**src/rtl/sector_write.sv**
```systemverilog
// Serial-to-parallel sector writer: hunts for a header sync, checks the 16-bit header against the
// current head position, then deserializes DATA_BYTES bytes MSB-first into the sector buffer.
module sector_write #(
  parameter int DATA_BYTES   = 400,
  parameter int ADDR_W       = 9,
  parameter int PREAMBLE_MIN = 8,
  parameter int SYNC_TIMEOUT = 512
) (
  input  logic              clk,
  input  logic              rst,
  input  logic [1:0]        hs,
  input  logic [8:0]        cyl,
  input  logic [4:0]        sect,
  input  logic              sector_strobe,
  input  logic              wr_gate,
  input  logic              data_in,
  output logic [ADDR_W-1:0] mem_addr,
  output logic [7:0]        mem_wdata,
  output logic              mem_we,
  output logic              busy,
  output logic              done,
  output logic              hdr_err,
  output logic              sync_err
);

  localparam int ZW = $clog2(PREAMBLE_MIN + 1);
  localparam int TW = $clog2(SYNC_TIMEOUT + 1);
  localparam logic [ZW-1:0]     ZMIN      = ZW'(PREAMBLE_MIN);
  localparam logic [TW-1:0]     TLAST     = TW'(SYNC_TIMEOUT - 1);
  localparam logic [ADDR_W-1:0] LAST_BYTE = ADDR_W'(DATA_BYTES - 1);

  typedef enum logic [2:0] {
    ST_IDLE  = 3'd0,
    ST_HSYNC = 3'd1,
    ST_HDR   = 3'd2,
    ST_DSYNC = 3'd3,
    ST_DATA  = 3'd4,
    ST_DONE  = 3'd5,
    ST_FAIL  = 3'd6
  } state_t;

  state_t            state_r, state_s;
  logic [ZW-1:0]     zcnt_r, zcnt_s;
  logic [TW-1:0]     tcnt_r, tcnt_s;
  logic [3:0]        bit_cnt_r, bit_cnt_s;
  logic [ADDR_W-1:0] byte_cnt_r, byte_cnt_s;
  logic [15:0]       hdr_r, hdr_s;
  logic [7:0]        byte_r, byte_s;
  logic [ADDR_W-1:0] mem_addr_r, mem_addr_s;
  logic [7:0]        mem_wdata_r, mem_wdata_s;
  logic              mem_we_r, mem_we_s;
  logic              busy_r, busy_s;
  logic              done_r, done_s;
  logic              hdr_err_r, hdr_err_s;
  logic              sync_err_r, sync_err_s;
  logic [15:0]       hdr_shift_s;
  logic [7:0]        byte_shift_s;

  // Header field order on the wire is {hs, cyl, sect}, first-received bit in the LSB.
  function automatic logic hdr_match(input logic [15:0] h, input logic [1:0] e_hs,
                                     input logic [8:0] e_cyl, input logic [4:0] e_sect);
    return (h == {e_hs, e_cyl, e_sect});
  endfunction

  function automatic logic is_busy(input state_t s);
    return (s == ST_HSYNC) || (s == ST_HDR) || (s == ST_DSYNC) || (s == ST_DATA);
  endfunction

  assign hdr_shift_s  = {data_in, hdr_r[15:1]};
  assign byte_shift_s = {byte_r[6:0], data_in};

  assign mem_addr  = mem_addr_r;
  assign mem_wdata = mem_wdata_r;
  assign mem_we    = mem_we_r;
  assign busy      = busy_r;
  assign done      = done_r;
  assign hdr_err   = hdr_err_r;
  assign sync_err  = sync_err_r;

  // Next-state and next-output computation; a strobe overrides everything, including a pending write.
  always_comb begin
    state_s     = state_r;
    zcnt_s      = zcnt_r;
    tcnt_s      = tcnt_r;
    bit_cnt_s   = bit_cnt_r;
    byte_cnt_s  = byte_cnt_r;
    hdr_s       = hdr_r;
    byte_s      = byte_r;
    mem_addr_s  = mem_addr_r;
    mem_wdata_s = mem_wdata_r;
    mem_we_s    = 1'b0;
    done_s      = 1'b0;
    hdr_err_s   = hdr_err_r;
    sync_err_s  = sync_err_r;
    if (sector_strobe) begin
      state_s    = ST_HSYNC;
      zcnt_s     = {ZW{1'b0}};
      tcnt_s     = {TW{1'b0}};
      bit_cnt_s  = 4'd0;
      byte_cnt_s = {ADDR_W{1'b0}};
      hdr_s      = 16'h0000;
      byte_s     = 8'h00;
      hdr_err_s  = 1'b0;
      sync_err_s = 1'b0;
    end else begin
      case (state_r)
        ST_HSYNC, ST_DSYNC: begin
          if (wr_gate && data_in && (zcnt_r >= ZMIN)) begin
            state_s   = (state_r == ST_HSYNC) ? ST_HDR : ST_DATA;
            zcnt_s    = {ZW{1'b0}};
            tcnt_s    = {TW{1'b0}};
            bit_cnt_s = 4'd0;
          end else if (tcnt_r == TLAST) begin
            state_s    = ST_FAIL;
            sync_err_s = 1'b1;
          end else begin
            // The timeout keeps running while the gate is low; only the zero count pauses.
            tcnt_s = tcnt_r + TW'(1);
            if (!wr_gate) begin
              zcnt_s = zcnt_r;
            end else if (data_in) begin
              zcnt_s = {ZW{1'b0}};
            end else if (zcnt_r < ZMIN) begin
              zcnt_s = zcnt_r + ZW'(1);
            end else begin
              zcnt_s = zcnt_r;
            end
          end
        end
        ST_HDR: begin
          if (!wr_gate) begin
            state_s    = ST_FAIL;
            sync_err_s = 1'b1;
          end else begin
            hdr_s = hdr_shift_s;
            if (bit_cnt_r == 4'd15) begin
              bit_cnt_s = 4'd0;
              if (hdr_match(hdr_shift_s, hs, cyl, sect)) begin
                state_s = ST_DSYNC;
                zcnt_s  = {ZW{1'b0}};
                tcnt_s  = {TW{1'b0}};
              end else begin
                state_s   = ST_FAIL;
                hdr_err_s = 1'b1;
              end
            end else begin
              bit_cnt_s = bit_cnt_r + 4'd1;
            end
          end
        end
        ST_DATA: begin
          if (!wr_gate) begin
            state_s    = ST_FAIL;
            sync_err_s = 1'b1;
            byte_s     = 8'h00;
            bit_cnt_s  = 4'd0;
          end else if (bit_cnt_r == 4'd7) begin
            mem_we_s    = 1'b1;
            mem_addr_s  = byte_cnt_r;
            mem_wdata_s = byte_shift_s;
            byte_s      = 8'h00;
            bit_cnt_s   = 4'd0;
            if (byte_cnt_r == LAST_BYTE) begin
              state_s = ST_DONE;
            end else begin
              byte_cnt_s = byte_cnt_r + ADDR_W'(1);
            end
          end else begin
            byte_s    = byte_shift_s;
            bit_cnt_s = bit_cnt_r + 4'd1;
          end
        end
        ST_DONE: begin
          // mem_we is still high only on the first DONE cycle, right after the last write.
          done_s = mem_we_r;
        end
        ST_IDLE, ST_FAIL: begin
          state_s = state_r;
        end
        default: begin
          state_s = ST_IDLE;
        end
      endcase
    end
    busy_s = is_busy(state_s);
  end

  // State, counters, shift registers and all outputs are registered here.
  always_ff @(posedge clk or posedge rst) begin
    if (rst) begin
      state_r     <= ST_IDLE;
      zcnt_r      <= {ZW{1'b0}};
      tcnt_r      <= {TW{1'b0}};
      bit_cnt_r   <= 4'd0;
      byte_cnt_r  <= {ADDR_W{1'b0}};
      hdr_r       <= 16'h0000;
      byte_r      <= 8'h00;
      mem_addr_r  <= {ADDR_W{1'b0}};
      mem_wdata_r <= 8'h00;
      mem_we_r    <= 1'b0;
      busy_r      <= 1'b0;
      done_r      <= 1'b0;
      hdr_err_r   <= 1'b0;
      sync_err_r  <= 1'b0;
    end else begin
      state_r     <= state_s;
      zcnt_r      <= zcnt_s;
      tcnt_r      <= tcnt_s;
      bit_cnt_r   <= bit_cnt_s;
      byte_cnt_r  <= byte_cnt_s;
      hdr_r       <= hdr_s;
      byte_r      <= byte_s;
      mem_addr_r  <= mem_addr_s;
      mem_wdata_r <= mem_wdata_s;
      mem_we_r    <= mem_we_s;
      busy_r      <= busy_s;
      done_r      <= done_s;
      hdr_err_r   <= hdr_err_s;
      sync_err_r  <= sync_err_s;
    end
  end

endmodule

```
**config.mk**
```make
export PLATFORM = sky130hd
export DESIGN_NAME = sector_write
export DESIGN_NICKNAME = d
export VERILOG_FILES = /design/src/rtl/sector_write.sv
export SDC_FILE = /design/constraint.sdc
export NUM_CORES = 1
export LEC_CHECK = 0
export BUFFER_PORTS_ARGS = -buffer_cell sky130_fd_sc_hd__buf_2
export CAP_MARGIN = 20
export CORE_MARGIN = 2
export CORE_UTILIZATION = 62
export DETAILED_ROUTE_END_ITERATION = 12
export PLACE_DENSITY = 0.95
export SLEW_MARGIN = 30
export SYNTH_ARGS = -nofsm -noshare
export SYNTH_HDL_FRONTEND = slang
export SYNTH_SLANG_ARGS = --single-unit
```
**constraint.sdc**
```tcl
create_clock -name clk -period 3.6 [get_ports clk]
set_input_delay 0.18 -clock clk [delete_from_list [all_inputs] [get_ports clk]]
set_output_delay 0.18 -clock clk [all_outputs]
set_load 0.005 [all_outputs]
```
==> impl_metrics.yaml <==
status:
  status: "complete, but fails checks"
  failed_checks: "negative hold slack"
timing:
  fmax_mhz: 426.1
  drv_slew: 0
  relSlewSlack_pct: 39.77
  worst_pin_slew_ps: 896.6
  min_period_over_period_pct: 65.19
  finalClockSkew_ps: 13.17
  final_hold_viol_count: 48
  finalSetupViolCount: 0
  period_minus_slack_ps: 2347
  rsz0062_at_grt: "false"
  setup_tns_ps: 0
  holdWs_ps: -54.87
die:
  start_util_pct: 63.15
  dieArea_um2: 6593
  ios: 43
  die_x_um: 81.20
  std_cell_rows: 28
  core-area_um2: 5851
  die_h_um: 81.20
setup_path:
  worstPathBufferInverterCount: 0
  crit_path_top_delay_cell: "dfrtp_1"
  start_kind: "flip-flop"
  cp_cell_sequence: "nand4bb_1 > a311oi_2 > nand4_1 > nor3_1 > xnor2_1 > nor2_1"
  critPathTopFamily: "simple AND/OR/NAND/NOR gates"
  critPathCaptureType: "flip-flop"
  cp.arrival_ps: 2550
  worstSetupPathDepth: 6
  cp_max_fo: 15
  ff2ff_path_depth: 6
  worstPathRequired_ps: 3800
  critical_path_class: "reg2reg"
  max_stage_delay_ps: 580
placed_design:
  dp_hpwl_um: 5263
  placed_cell_area_um2: 3941
  place_congestion: 0.8627
  portBuffers: 42
synth:
  synth_edf_count: 0
  synthesis.nets: 384
  synthTopCellsByArea: "dfrtp_1 50%, mux2_2 5.5%, nand2_1 4.9%, xor2_1 4.7%, a21oi_1 4.1%"
  synth_area_um2: 3695
  ys_top_cells_by_count: "74 x dfrtp_1, 48 x nand2_1, 30 x a21oi_1"
  synth.distinct_cells: 55
  avgSynthCellArea_um2: 10.32
  synth-seq-cells: 74
  synth.most_common_cell: "dfrtp_1"
  yosysTopAreaCell: "dfrtp_1"
  ys_seq_area_share_pct: 50.12
  ys.flop_type: "dfrtp_1"
  async_flop_share_pct: 100.0
  ys.warnings.count: 0
  synth_cells: 358
  yosysTopAreaCellShare_pct: 50.12
detailed_routing:
  antenna_left: 0
  routed_wl_um: 7456
  wl_per_cell_um: 15.60
  drtIter0Drc: 231
  via_per_inst: 5.954
  via_count: 2846
  drc: 0
  drtPass1Iterations: 4
clock_network:
  tritoncts: "built"
  clk_pin_slew_ps: 90
  ctsHoldBuffers: 0
  postCtsSetupBuffers: 0
  cts_resized: 0
  cts.sinks: 74
  clockRootBuffer: "clkbuf_8"
  h-tree-depth: 3
  cts_max_path_buffers: 2
  cts_buffers: 9
  clk_latency_ps: 350
power_and_ir_drop:
  pwr_density_cell_nw_per_um2: 361.0
  max-vdd-ir-drop_mv: 0.2235
  p_leak_nw: 1.934
cells_and_area:
  drive_above_1_share_pct: 22.58
  nFillCells: 408
  diodes: 0
  regArea_um2: 1852
  final_nets: 424
  stdcell_area_um2: 4114
  area_growth_pct: 11.34
  multi_input_area_um2: 1722
grt:
  antenna_found_initial: 0
  grt_pass1_wl_um: 12340
  grt_pass1_vias: 2688
  grt_max_degree: 50
  grtUsageTotal_pct: 24.53
  grt_remaining_overflow: 0
hold_path:
  hp-class: "in2async"
job:
  maxCapViolations: 0
[worst paths after layout]
| path | from | endpoint | slack [ps] |
|---|---|---|---|
| max in group asynchronous | rst | tcnt_r[5] | 2810 |
| setup / recovery | state_r[0] | byte_cnt_r[7] | 1250 |
| setup reg to reg | state_r[0] | byte_cnt_r[7] | 1250 |
| hold / removal | rst | mem_wdata[7] | -50 |
| min in group clk | data_in | hdr_r[15] | 170 |
| hold reg to reg | mem_addr[6] | mem_addr[6] | 510 |
[registers in the layout (all words and copies together), names as in the netlist]
| signal | flops |
|---|---|
| mem_addr | 9 |
| mem_wdata | 8 |
| byte_cnt_r | 9 |
| hdr_err | 1 |
| busy | 1 |
| zcnt_r | 4 |
| bit_cnt_r | 4 |
| state_r | 3 |
| tcnt_r | 10 |
| byte_r | 7 |
| mem_we | 1 |
| hdr_r | 15 |
| sync_err | 1 |
| done | 1 |
[area by class of cell]
cell class                      count  area share, %
Tap cell                           75          2.281
Timing Repair Buffer               45          5.657
Clock buffer                       10          3.102
Clock inverter                      6          1.064
Multi-Input combinational cell    257          41.85
Inverter                           11          1.034
Sequential cell                    74          45.01
[logic make-up (layout without fill, tap and decap cells)]
kind of cell | after synthesis | count (layout) | share of synthesized area [%]
AND/OR/NAND/NOR | 134 | 134 | 19.88
flip-flops | 74 | 74 | 50.12
AO/OA/AOI/OAI | 72 | 72 | 12.63
buffers and inverters | 27 | 72 | 3.454
XOR/XNOR | 25 | 25 | 5.926
multiplexers | 21 | 21 | 6.299
adder cells (fa/ha/maj) | 5 | 5 | 1.693
[metrics by stage]
step	worst slack (ps)	total power, mW	instances	hold slack, ps	utilization (%)
floorplan	1538	0.9133	358	429.4	-
global placement	1418	0.9350	462	455.3	67.37
detailed placement	1317	0.9383	462	457.7	67.37
CTS	1275	1.491	478	86.48	70.30
global route	1064	1.543	478	22.69	70.32
finish	1253	1.485	478	-54.87	70.32
[layer usage]
metal | routed length [um] | GRT usage, % | part of all wire, % | vias to the layer above
li1 | - | - | - | 1362
met1 | 3373 | 33.31 | 45 | 1388
met2 | 3650 | 39.42 | 49 | 85
met3 | 346 | 3.778 | 4.6 | 11
met5 | 0 | 0 | 0 | -
met4 | 85 | 10.51 | 1.1 | 0
[power by group]
group / internal [mW] / total, mW / switching, mW
Combinational: 0.0251 / 0.0757 / 0.0506
Sequential: 0.837 / 0.846 / 0.00886
Clock: 0.250 / 0.563 / 0.314
[placed cells by master, fill, tap and decap left out, types with 3 or more instances in the layout]
cell type,count
dfrtp_1,74
nand2_1,48
buf_2,42
a21oi_1,30
xor2_1,20
mux2_2,18
nor2_1,15
nand3_1,13
inv_1,10
nor3_1,10
clkbuf_8,9
a22o_1,7
o21ai_0,7
a31oi_1,7
and3_1,5
nand4_1,5
nand2b_1,5
o31ai_1,5
xnor2_1,5
ha_1,5
nor2b_1,4
and2_1,4
nor4_1,4
clkinvlp_4,4
nand3b_1,3
mux2i_1,3
buf_4,3
Power figures use the tool's default switching activity.
